`src/rtl/noc_packet_injector_pkg.sv`:
```
// Shared NoC types for the tile-side packet injector.
//   xy_t        : mesh coordinate, packed as {y, x}, 3 bits each
//   direction_t : one-hot first-hop field {go_north, go_south, go_west, go_east, go_local}
//   flit_t      : {head, tail, data}
//   k*Lsb       : bit offsets of the head-flit header fields
//   k*Port      : bit index of each direction inside direction_t
package noc;

  localparam int kDataWidth  = 64;
  localparam int kCoordWidth = 3;

  typedef struct packed {
    logic [kCoordWidth-1:0] y;
    logic [kCoordWidth-1:0] x;
  } xy_t;

  typedef struct packed {
    logic go_north;
    logic go_south;
    logic go_west;
    logic go_east;
    logic go_local;
  } direction_t;

  typedef struct packed {
    logic                  head;
    logic                  tail;
    logic [kDataWidth-1:0] data;
  } flit_t;

  localparam int kNorthPort = 4;
  localparam int kSouthPort = 3;
  localparam int kWestPort  = 2;
  localparam int kEastPort  = 1;
  localparam int kLocalPort = 0;

  // Header layout of the head flit; bits above kLenLsb+len width are zero.
  localparam int kRouteLsb   = 0;
  localparam int kDest0Lsb   = 5;
  localparam int kDest1Lsb   = 11;
  localparam int kDestValLsb = 17;
  localparam int kSrcLsb     = 19;
  localparam int kMsgTypeLsb = 25;
  localparam int kLenLsb     = 30;

  // X-first dimension-order hop for a single destination.
  function automatic direction_t first_hop(input xy_t pos, input xy_t dst);
    direction_t d;
    d = '0;
    if (dst.x < pos.x)      d.go_west  = 1'b1;
    else if (dst.x > pos.x) d.go_east  = 1'b1;
    else if (dst.y < pos.y) d.go_north = 1'b1;
    else if (dst.y > pos.y) d.go_south = 1'b1;
    else                    d.go_local = 1'b1;
    return d;
  endfunction

endpackage

```
`src/rtl/noc_first_hop_routing.sv`:
```
// Combinational first-hop routing for up to two destinations.
//   position : registered router coordinate
//   dest     : two destination coordinates
//   dest_val : per-destination valid
//   route    : OR of the one-hot hops of all valid destinations
module noc_first_hop_routing
  import noc::*;
(
  input  xy_t        position,
  input  xy_t  [1:0] dest,
  input  logic [1:0] dest_val,
  output direction_t route
);

  direction_t [1:0] hop;

  for (genvar i = 0; i < 2; i++) begin : g_dst
    assign hop[i] = dest_val[i] ? first_hop(position, dest[i]) : direction_t'('0);
  end

  // Identical multicast destinations collapse naturally under the OR.
  assign route = direction_t'(hop[0] | hop[1]);

endmodule

```
`src/rtl/noc_packet_injector.sv`:
```
// Source-side packetizer: turns a (unicast or 2-way multicast) request plus
// a payload stream into a head flit followed by len body flits.
//   clk, rst        : clock, async active-high reset
//   position        : router coordinate, registered before use
//   req_*           : request handshake and fields
//   pay_*           : payload word stream, consumed only while in BODY
//   out_valid/ready : flit handshake toward the router local port
//   out_flit        : {head, tail, data}
//   drop_err        : one-cycle pulse when a request with no valid dest is dropped
module noc_packet_injector
  import noc::*;
#(
  parameter int DataWidth    = 64,
  parameter int LenWidth     = 8,
  parameter int MsgTypeWidth = 5
) (
  input  logic                    clk,
  input  logic                    rst,
  input  xy_t                     position,
  input  logic                    req_valid,
  output logic                    req_ready,
  input  xy_t  [1:0]              req_dest,
  input  logic [1:0]              req_dest_val,
  input  logic [MsgTypeWidth-1:0] req_msg_type,
  input  logic [LenWidth-1:0]     req_len,
  input  logic                    pay_valid,
  output logic                    pay_ready,
  input  logic [DataWidth-1:0]    pay_data,
  output logic                    out_valid,
  input  logic                    out_ready,
  output flit_t                   out_flit,
  output logic                    drop_err
);

  typedef enum logic [1:0] {IDLE, HEAD, BODY} state_t;

  state_t                  state;
  xy_t                     pos_q;
  xy_t  [1:0]              dest_q;
  logic [1:0]              val_q;
  logic [MsgTypeWidth-1:0] type_q;
  logic [LenWidth-1:0]     len_q;
  logic [LenWidth-1:0]     rem_q;
  direction_t              route_q;
  xy_t                     src_q;

  direction_t              route_c;
  logic [kDataWidth-1:0]   hdr;

  noc_first_hop_routing u_route (
    .position (pos_q),
    .dest     (req_dest),
    .dest_val (req_dest_val),
    .route    (route_c)
  );

  // Gated with rst so no request can be accepted while reset is held.
  assign req_ready = (state == IDLE) && !rst;

  always_ff @(posedge clk or posedge rst) begin
    if (rst) begin
      state    <= IDLE;
      pos_q    <= '0;
      dest_q   <= '0;
      val_q    <= '0;
      type_q   <= '0;
      len_q    <= '0;
      rem_q    <= '0;
      route_q  <= '0;
      src_q    <= '0;
      drop_err <= 1'b0;
    end else begin
      pos_q    <= position;
      drop_err <= 1'b0;
      case (state)
        IDLE: if (req_valid) begin
          dest_q  <= req_dest;
          val_q   <= req_dest_val;
          type_q  <= req_msg_type;
          len_q   <= req_len;
          route_q <= route_c;
          src_q   <= pos_q;
          if (req_dest_val == 2'b00) drop_err <= 1'b1;
          else                       state    <= HEAD;
        end
        HEAD: if (out_ready) begin
          if (len_q == '0) state <= IDLE;
          else begin
            rem_q <= len_q;
            state <= BODY;
          end
        end
        BODY: if (pay_valid && out_ready) begin
          rem_q <= rem_q - 1'b1;
          if (rem_q == LenWidth'(1)) state <= IDLE;
        end
        default: state <= IDLE;
      endcase
    end
  end

  always_comb begin
    hdr = '0;
    hdr[kRouteLsb   +: 5]            = route_q;
    hdr[kDest0Lsb   +: 6]            = dest_q[0];
    hdr[kDest1Lsb   +: 6]            = dest_q[1];
    hdr[kDestValLsb +: 2]            = val_q;
    hdr[kSrcLsb     +: 6]            = src_q;
    hdr[kMsgTypeLsb +: MsgTypeWidth] = type_q;
    hdr[kLenLsb     +: LenWidth]     = len_q;
  end

  // Head flit comes from latched state; body flits are a zero-latency
  // pass-through of the payload handshake.
  always_comb begin
    out_valid = 1'b0;
    pay_ready = 1'b0;
    out_flit  = '0;
    case (state)
      HEAD: begin
        out_valid     = 1'b1;
        out_flit.head = 1'b1;
        out_flit.tail = (len_q == '0);
        out_flit.data = hdr;
      end
      BODY: begin
        out_valid     = pay_valid;
        pay_ready     = out_ready;
        out_flit.tail = (rem_q == LenWidth'(1));
        out_flit.data = pay_data;
      end
      default: ;
    endcase
  end

endmodule

```
`config.mk`:
```
export PLATFORM = sky130hd
export DESIGN_NAME = noc_packet_injector
export DESIGN_NICKNAME = d
export VERILOG_FILES = /design/src/rtl/noc_packet_injector_pkg.sv /design/src/rtl/noc_first_hop_routing.sv /design/src/rtl/noc_packet_injector.sv
export SDC_FILE = /design/constraint.sdc
export NUM_CORES = 1
export LEC_CHECK = 0
export ABC_AREA = 1
export BUFFER_PORTS_ARGS = -buffer_cell sky130_fd_sc_hd__buf_2
export CAP_MARGIN = 5
export CORE_MARGIN = 1
export CORE_UTILIZATION = 50
export DETAILED_ROUTE_END_ITERATION = 10
export GPL_TIMING_DRIVEN = 0
export PLACE_DENSITY = 0.86
export SYNTH_ARGS = -nofsm -noshare
export SYNTH_HDL_FRONTEND = slang
export SYNTH_SLANG_ARGS = --single-unit
```
`constraint.sdc`:
```
create_clock -name clk -period 4.7 [get_ports clk]
set_input_delay 0.94 -clock clk [delete_from_list [all_inputs] [get_ports clk]]
set_output_delay 0.94 -clock clk [all_outputs]
set_load 0.01 [all_outputs]
```
==> reports/summary.txt, run 1 <==
Power Density = 561.1 mW/mm2
final WL = 11050 um
chip width = 86.17 um
fin worst setup slack = 1.597 ns
Yosys cell types = 28
slew margin rel. = 51.80%
count leader, synth = nand2_1
Comb pwr share = 55.0%
Hold Fails Final Rpt = 0
setup TNS = 0 ns
clock network power share = 14.6%
IO buf count = 171
ant diodes = 0
Avg Inst Size Synth = 6.658 um2
Row Count = 30
min-delay worst type = flip-flop to flip-flop
Yosys reg bits = 55
clk_lat worst skew = 0.32 ns
TritonCTS clock tree = yes
cts hold-fix bufs = 0
WS Path Type = flip-flop to output port
post-route cell area = 0.004671 mm2
Post-Place Cells = 800
clock root cell = clkbuf_8
DIE AREA = 0.007425 mm2
Cells after Synth = 532
vias post-DR = 4069
Core ar. = 0.006832 mm2
Max Clock Skew = 0.004636 ns
fmax = 322.3 MHz
clock sinks = 55
critical path arrival = 2.16 ns
largest cells by area after synthesis = dfrtp_1 (39%), nand2_1 (25%), inv_1 (6.3%), a21oi_1 (6.1%), ha_1 (6.0%)
status = finished clean
Non-Filler Instances = 808
Slew @ Worst Pin = 0.7229 ns
first-pass GRT wire length = 17130 um
DP Area = 0.004538 mm2
RSZ-0062 raised after global routing = false
CP max FO = 10
fraction of layout cells with a size suffix above 1 = 28.37%
sequential share of the synthesized area = 38.86%
Post-synth ARST share = 100.0%
part of the cycle the worst path needs = 66.02%
Worst VDD drop = 0.2525 mV
starting density of the core = 51.85%
Clock Tree Buf Depth = 2
Final HPWL DP = 8434 um
syn_nets = 651
Commonest cells post-synth = nand2_1 (235), inv_1 (59), dfrtp_1 (55)
Pre-antenna DRT Iters = 6
EDFF count, synth = 0
Netlist Area Pre-Place = 0.003542 mm2
post-synth top area cell = dfrtp_1
Synth-to-Final Area Change = 31.86%
worst hold margin = 0.4901 ns
post_cts resized = 0
Reg power frac = 30.3%
Static Leakage = 0.002778 uW
# DRC = 0
Ports = 172
maximum number of pins on one net before global-route repair = 43
Final setup viols = 0
Antenna Nets Post-Route = 0
Tmin final = 3.103 ns
P_sw = 1259 uW
GR Overflow Total = 0
Critical Path End Type = output port
Final GP Congestion = 0.9040
Clock transition at path regs = 0.10 ns
Synth top area share = 38.86%
Vias/cell = 5.036
CTS Buf Count = 5
Die H = 86.17 um
Post CTS Setup Buffer Count = 0
crit start category = flip-flop
antenna violations before repair = 0
sw frac = 48.05%
mean routed wirelength per cell = 13.67 um
yosys warns = 0
nets@finish = 830
vias in the first global route = 3792
Worst EP required = 3.76 ns
Top FF cell, synth = dfrtp_1
internal power = 1361 uW
Slew Viols, Final = 0
max_cap viols = 0
pre-CTS setup slack = 2.000 ns
starting DRC count in detailed routing = 269
Total GRT Usage = 29.31%
htree depth = 2
[worst paths after layout]
| kind | slack (ns) | end | from | cells after the start |
|---|---|---|---|---|
| worst max-delay path | 1.60 | out_flit[6] | state[0] | 7 |
| worst min-delay path | 0.49 | rem_q[5] | rem_q[5] | 2 |
| worst max register to register | 2.94 | state[1] | state[1] | 6 |
| worst min register to register | 0.49 | rem_q[5] | rem_q[5] | 2 |
| max in group asynchronous | 3.57 | rem_q[7] | rst | 3 |
| min in group asynchronous | 0.58 | state[0] | rst | 2 |
[flip-flops by register name (all words and copies together), names as in the netlist]
register / flops
val_q: 2
type_q: 5
len_q: 8
state: 2
pos_q: 6
drop_err: 1
hdr: 11
dest_q: 12
rem_q: 8
[final cells by class]
| class | count | area, um2 |
|---|---|---|
| Buffer | 26 | 118.9 |
| Clock buffer | 6 | 72.57 |
| Clock inverter | 2 | 60.06 |
| Fill cell | 637 | 2161 |
| Inverter | 65 | 246.5 |
| Multi-Input combinational cell | 386 | 1800 |
| Sequential cell | 55 | 1376 |
| Tap cell | 96 | 120.1 |
| Timing Repair Buffer | 172 | 875.8 |
[cell usage in the layout (no fill, tap or decap), types with 11 or more instances in the layout]
cell type	count
dfrtp_1	55
buf_2	176
inv_1	58
a21oi_1	43
o21ai_1	11
ha_1	17
nand3_1	13
nor2_1	31
o21ai_0	17
clkbuf_1	18
nand2_1	235
[critical path, cell delays in order, from the launching register on]
cell and delay (ns):
dfrtp_1 0.42, inv_1 0.09, ha_1 0.17, buf_6 0.14
clkbuf_1 0.52, nand2_1 0.14, a21oi_1 0.20, buf_2 0.17
[stage by stage]
step	total power [uW]	utilization, %
final	2621	68.37
after CTS	2592	68.37
after floorplan	1699	-
after global routing	2822	68.37
after detailed placement	2219	66.43
after global placement	2168	66.14
[logic make-up after synthesis]
family / Yosys count / synth area share (%)
compound gates: 81 / 12.58
simple gates: 288 / 32.25
buf+inv: 91 / 10.31
fa+ha+maj: 17 / 6.005
flops: 55 / 38.86
[metal layers]
metal | up-vias | track usage (%) | wire length (um)
li1 | 1993 | - | -
met1 | 1856 | 35.82 | 4458
met2 | 201 | 51.66 | 5469
met3 | 19 | 7.429 | 940
met4 | 0 | 7.576 | 177
met5 | - | 0 | 0
[power groups by stage]
stage          Clock (uW)  Combinational [uW]  Sequential [uW]
4_1_cts               376                1430              790
3_3_place_gp            0                1380              789
3_5_place_dp            0                1420              797
6_report              383                1440              795
2_1_floorplan           0                 936              763
5_1_grt               395                1600              822
No activity file was read; power rests on OpenSTA's default activity.
==> inputs of run 2 (changes only) <==
--- a/config.mk
+++ b/config.mk
@@ -9,10 +9,10 @@
 export BUFFER_PORTS_ARGS = -buffer_cell sky130_fd_sc_hd__buf_2
 export CAP_MARGIN = 5
 export CORE_MARGIN = 1
-export CORE_UTILIZATION = 50
+export CORE_UTILIZATION = 47
 export DETAILED_ROUTE_END_ITERATION = 10
 export GPL_TIMING_DRIVEN = 0
-export PLACE_DENSITY = 0.86
+export PLACE_DENSITY = 0.81
 export SYNTH_ARGS = -nofsm -noshare
 export SYNTH_HDL_FRONTEND = slang
 export SYNTH_SLANG_ARGS = --single-unit
==> constraint.sdc (replaced) <==
create_clock -name clk -period 3.1 [get_ports clk]
set_input_delay 0.62 -clock clk [delete_from_list [all_inputs] [get_ports clk]]
set_output_delay 0.62 -clock clk [all_outputs]
set_load 0.01 [all_outputs]
==> reports/summary.txt, run 2 (same netlist as run 1, synthesis figures left out) <==
Ports = 172
starting density of the core = 48.84%
crit start category = flip-flop
Crit path depth = 7
max incr delay on CP = 0.54 ns
fmax = 354.8 MHz
sw frac = 48.85%
Largest register FFs = 12
part of the cycle the worst path needs = 90.93%
max_cap viols = 0
Worst VDD drop = 0.3834 mV
Slew Viols, Final = 0
maximum number of pins on one net before global-route repair = 41
commonest non-fill, non-tap cell in the layout = nand2_1
internal power = 1989 uW
# DRC = 0
DP Area = 0.004542 mm2
first-pass GRT wire length = 16530 um
nets@finish = 830
delay-heaviest family, CP = buffers and inverters
register area = 0.001376 mm2
Core ar. = 0.007253 mm2
clock sinks = 55
mean routed wirelength per cell = 13.21 um
post_cts resized = 0
cts hold-fix bufs = 0
Final setup viols = 0
Max Clock Skew = 0.01347 ns
Pwr Total = 3889 uW
clk_lat worst skew = 0.33 ns
Clock Tree Buf Depth = 2
Static Leakage = 0.002773 uW
vias in the first global route = 3544
crit path max-delay cell type = clkbuf_1
CTS Buf Count = 5
fillcell total = 696
setup TNS = 0 ns
ant diodes = 0
Slew @ Worst Pin = 0.6696 ns
R2R depth = 6
GR Overflow Total = 0
vias post-DR = 4081
Tmin final = 2.819 ns
min-delay worst type = primary input to async pin
Multi-input gate area = 0.001800 mm2
fraction of layout cells with a size suffix above 1 = 28.51%
WP buf/inv = 4
Synth-to-Final Area Change = 31.58%
crit path cell chain = inv_1 -> ha_1 -> buf_2 -> clkbuf_1 -> nand2_1 -> a21oi_1 -> buf_2
Power Density = 834.4 mW/mm2
Antenna Nets Post-Route = 0
commonest cells after routing, fill and taps aside = nand2_1 (235), buf_2 (176), inv_1 (58)
Final GP Congestion = 0.8881
Final HPWL DP = 8372 um
status = finished clean
htree depth = 2
final WL = 10720 um
slew margin rel. = 55.36%
chip width = 88.81 um
IO buf count = 171
P_sw = 1900 uW
Non-Filler Instances = 811
Die H = 88.81 um
critical path arrival = 2.20 ns
largest reg by FF count = dest_q
Post-Place Cells = 803
DIE AREA = 0.007887 mm2
Reg power frac = 30.8%
CP max FO = 10
Hold Fails Final Rpt = 0
Worst EP required = 2.48 ns
starting DRC count in detailed routing = 267
Pre-antenna DRT Iters = 5
Post CTS Setup Buffer Count = 0
RSZ-0062 raised after global routing = false
Critical Path Most Common Cell = buf_2
Row Count = 31
antenna violations before repair = 0
Comb pwr share = 55.8%
Total GRT Usage = 27.77%
TritonCTS clock tree = yes
Vias/cell = 5.032
clock network power share = 13.4%
clock root cell = clkbuf_8
post-route cell area = 0.004661 mm2
Critical Path End Type = output port
Clock transition at path regs = 0.11 ns
WS Path Type = flip-flop to output port
[run 2: changes by cell type in the layout (fill, tap and decap cells not counted), sizes merged]
cell	before	now
bufinv	2	1
clkbuf	23	22
inv	64	66
[run 2: path summary, 6_finish.rpt]
kind                                   from           to  slack, ns
max in group asynchronous               rst     rem_q[0]       2.30
min in group clk                position[1]     pos_q[1]       0.38
worst max register to register     state[1]     state[1]       1.32
worst min-delay path                    rst     rem_q[6]       0.27
worst min register to register     rem_q[5]     rem_q[5]       0.49
worst max-delay path               state[1]  out_flit[0]       0.28
[run 2: through the flow]
step	hold WS (ns)	worst slack (ns)	utilization (%)
after floorplan	0.4412	1.058	-
after global placement	0.4608	0.4387	62.34
after detailed placement	0.4638	0.6697	62.62
after CTS	0.2759	0.3101	64.26
after global routing	0.2838	0.2013	64.26
final	0.2656	0.2811	64.26
[run 2: layout make-up]
type,count,share of cell area [%]
clock buffers,5,1.477
clock inverters,3,1.074
flip-flops and latches,55,29.53
multi-input cells,386,38.63
inverters,65,5.289
repair buffers,172,18.79
well taps,99,2.658
plain buffers,26,2.550
[run 2: worst reg2reg max path, cell delays in order, from the launching register on]
cell     delay, ns
dfrtp_1       0.41
inv_1         0.08
ha_1          0.15
buf_2         0.19
buf_1         0.50
o21ai_0       0.20
o21ai_1       0.18
[run 2: per-layer routing]
metal | vias to the layer above | wire length, um | global-route usage, %
met3 | 15 | 889 | 5.970
met1 | 1874 | 4360 | 35.85
met4 | 0 | 135 | 5.865
met5 | - | 0 | 0
li1 | 1988 | - | -
met2 | 204 | 5329 | 48.04
[run 2: power groups by stage]
stage	clock network (uW)	logic [uW]	registers, uW
2_1_floorplan	0	1420	1160
3_3_place_gp	0	2080	1190
3_5_place_dp	0	2150	1200
4_1_cts	517	2160	1190
5_1_grt	547	2430	1230
6_report	520	2170	1200
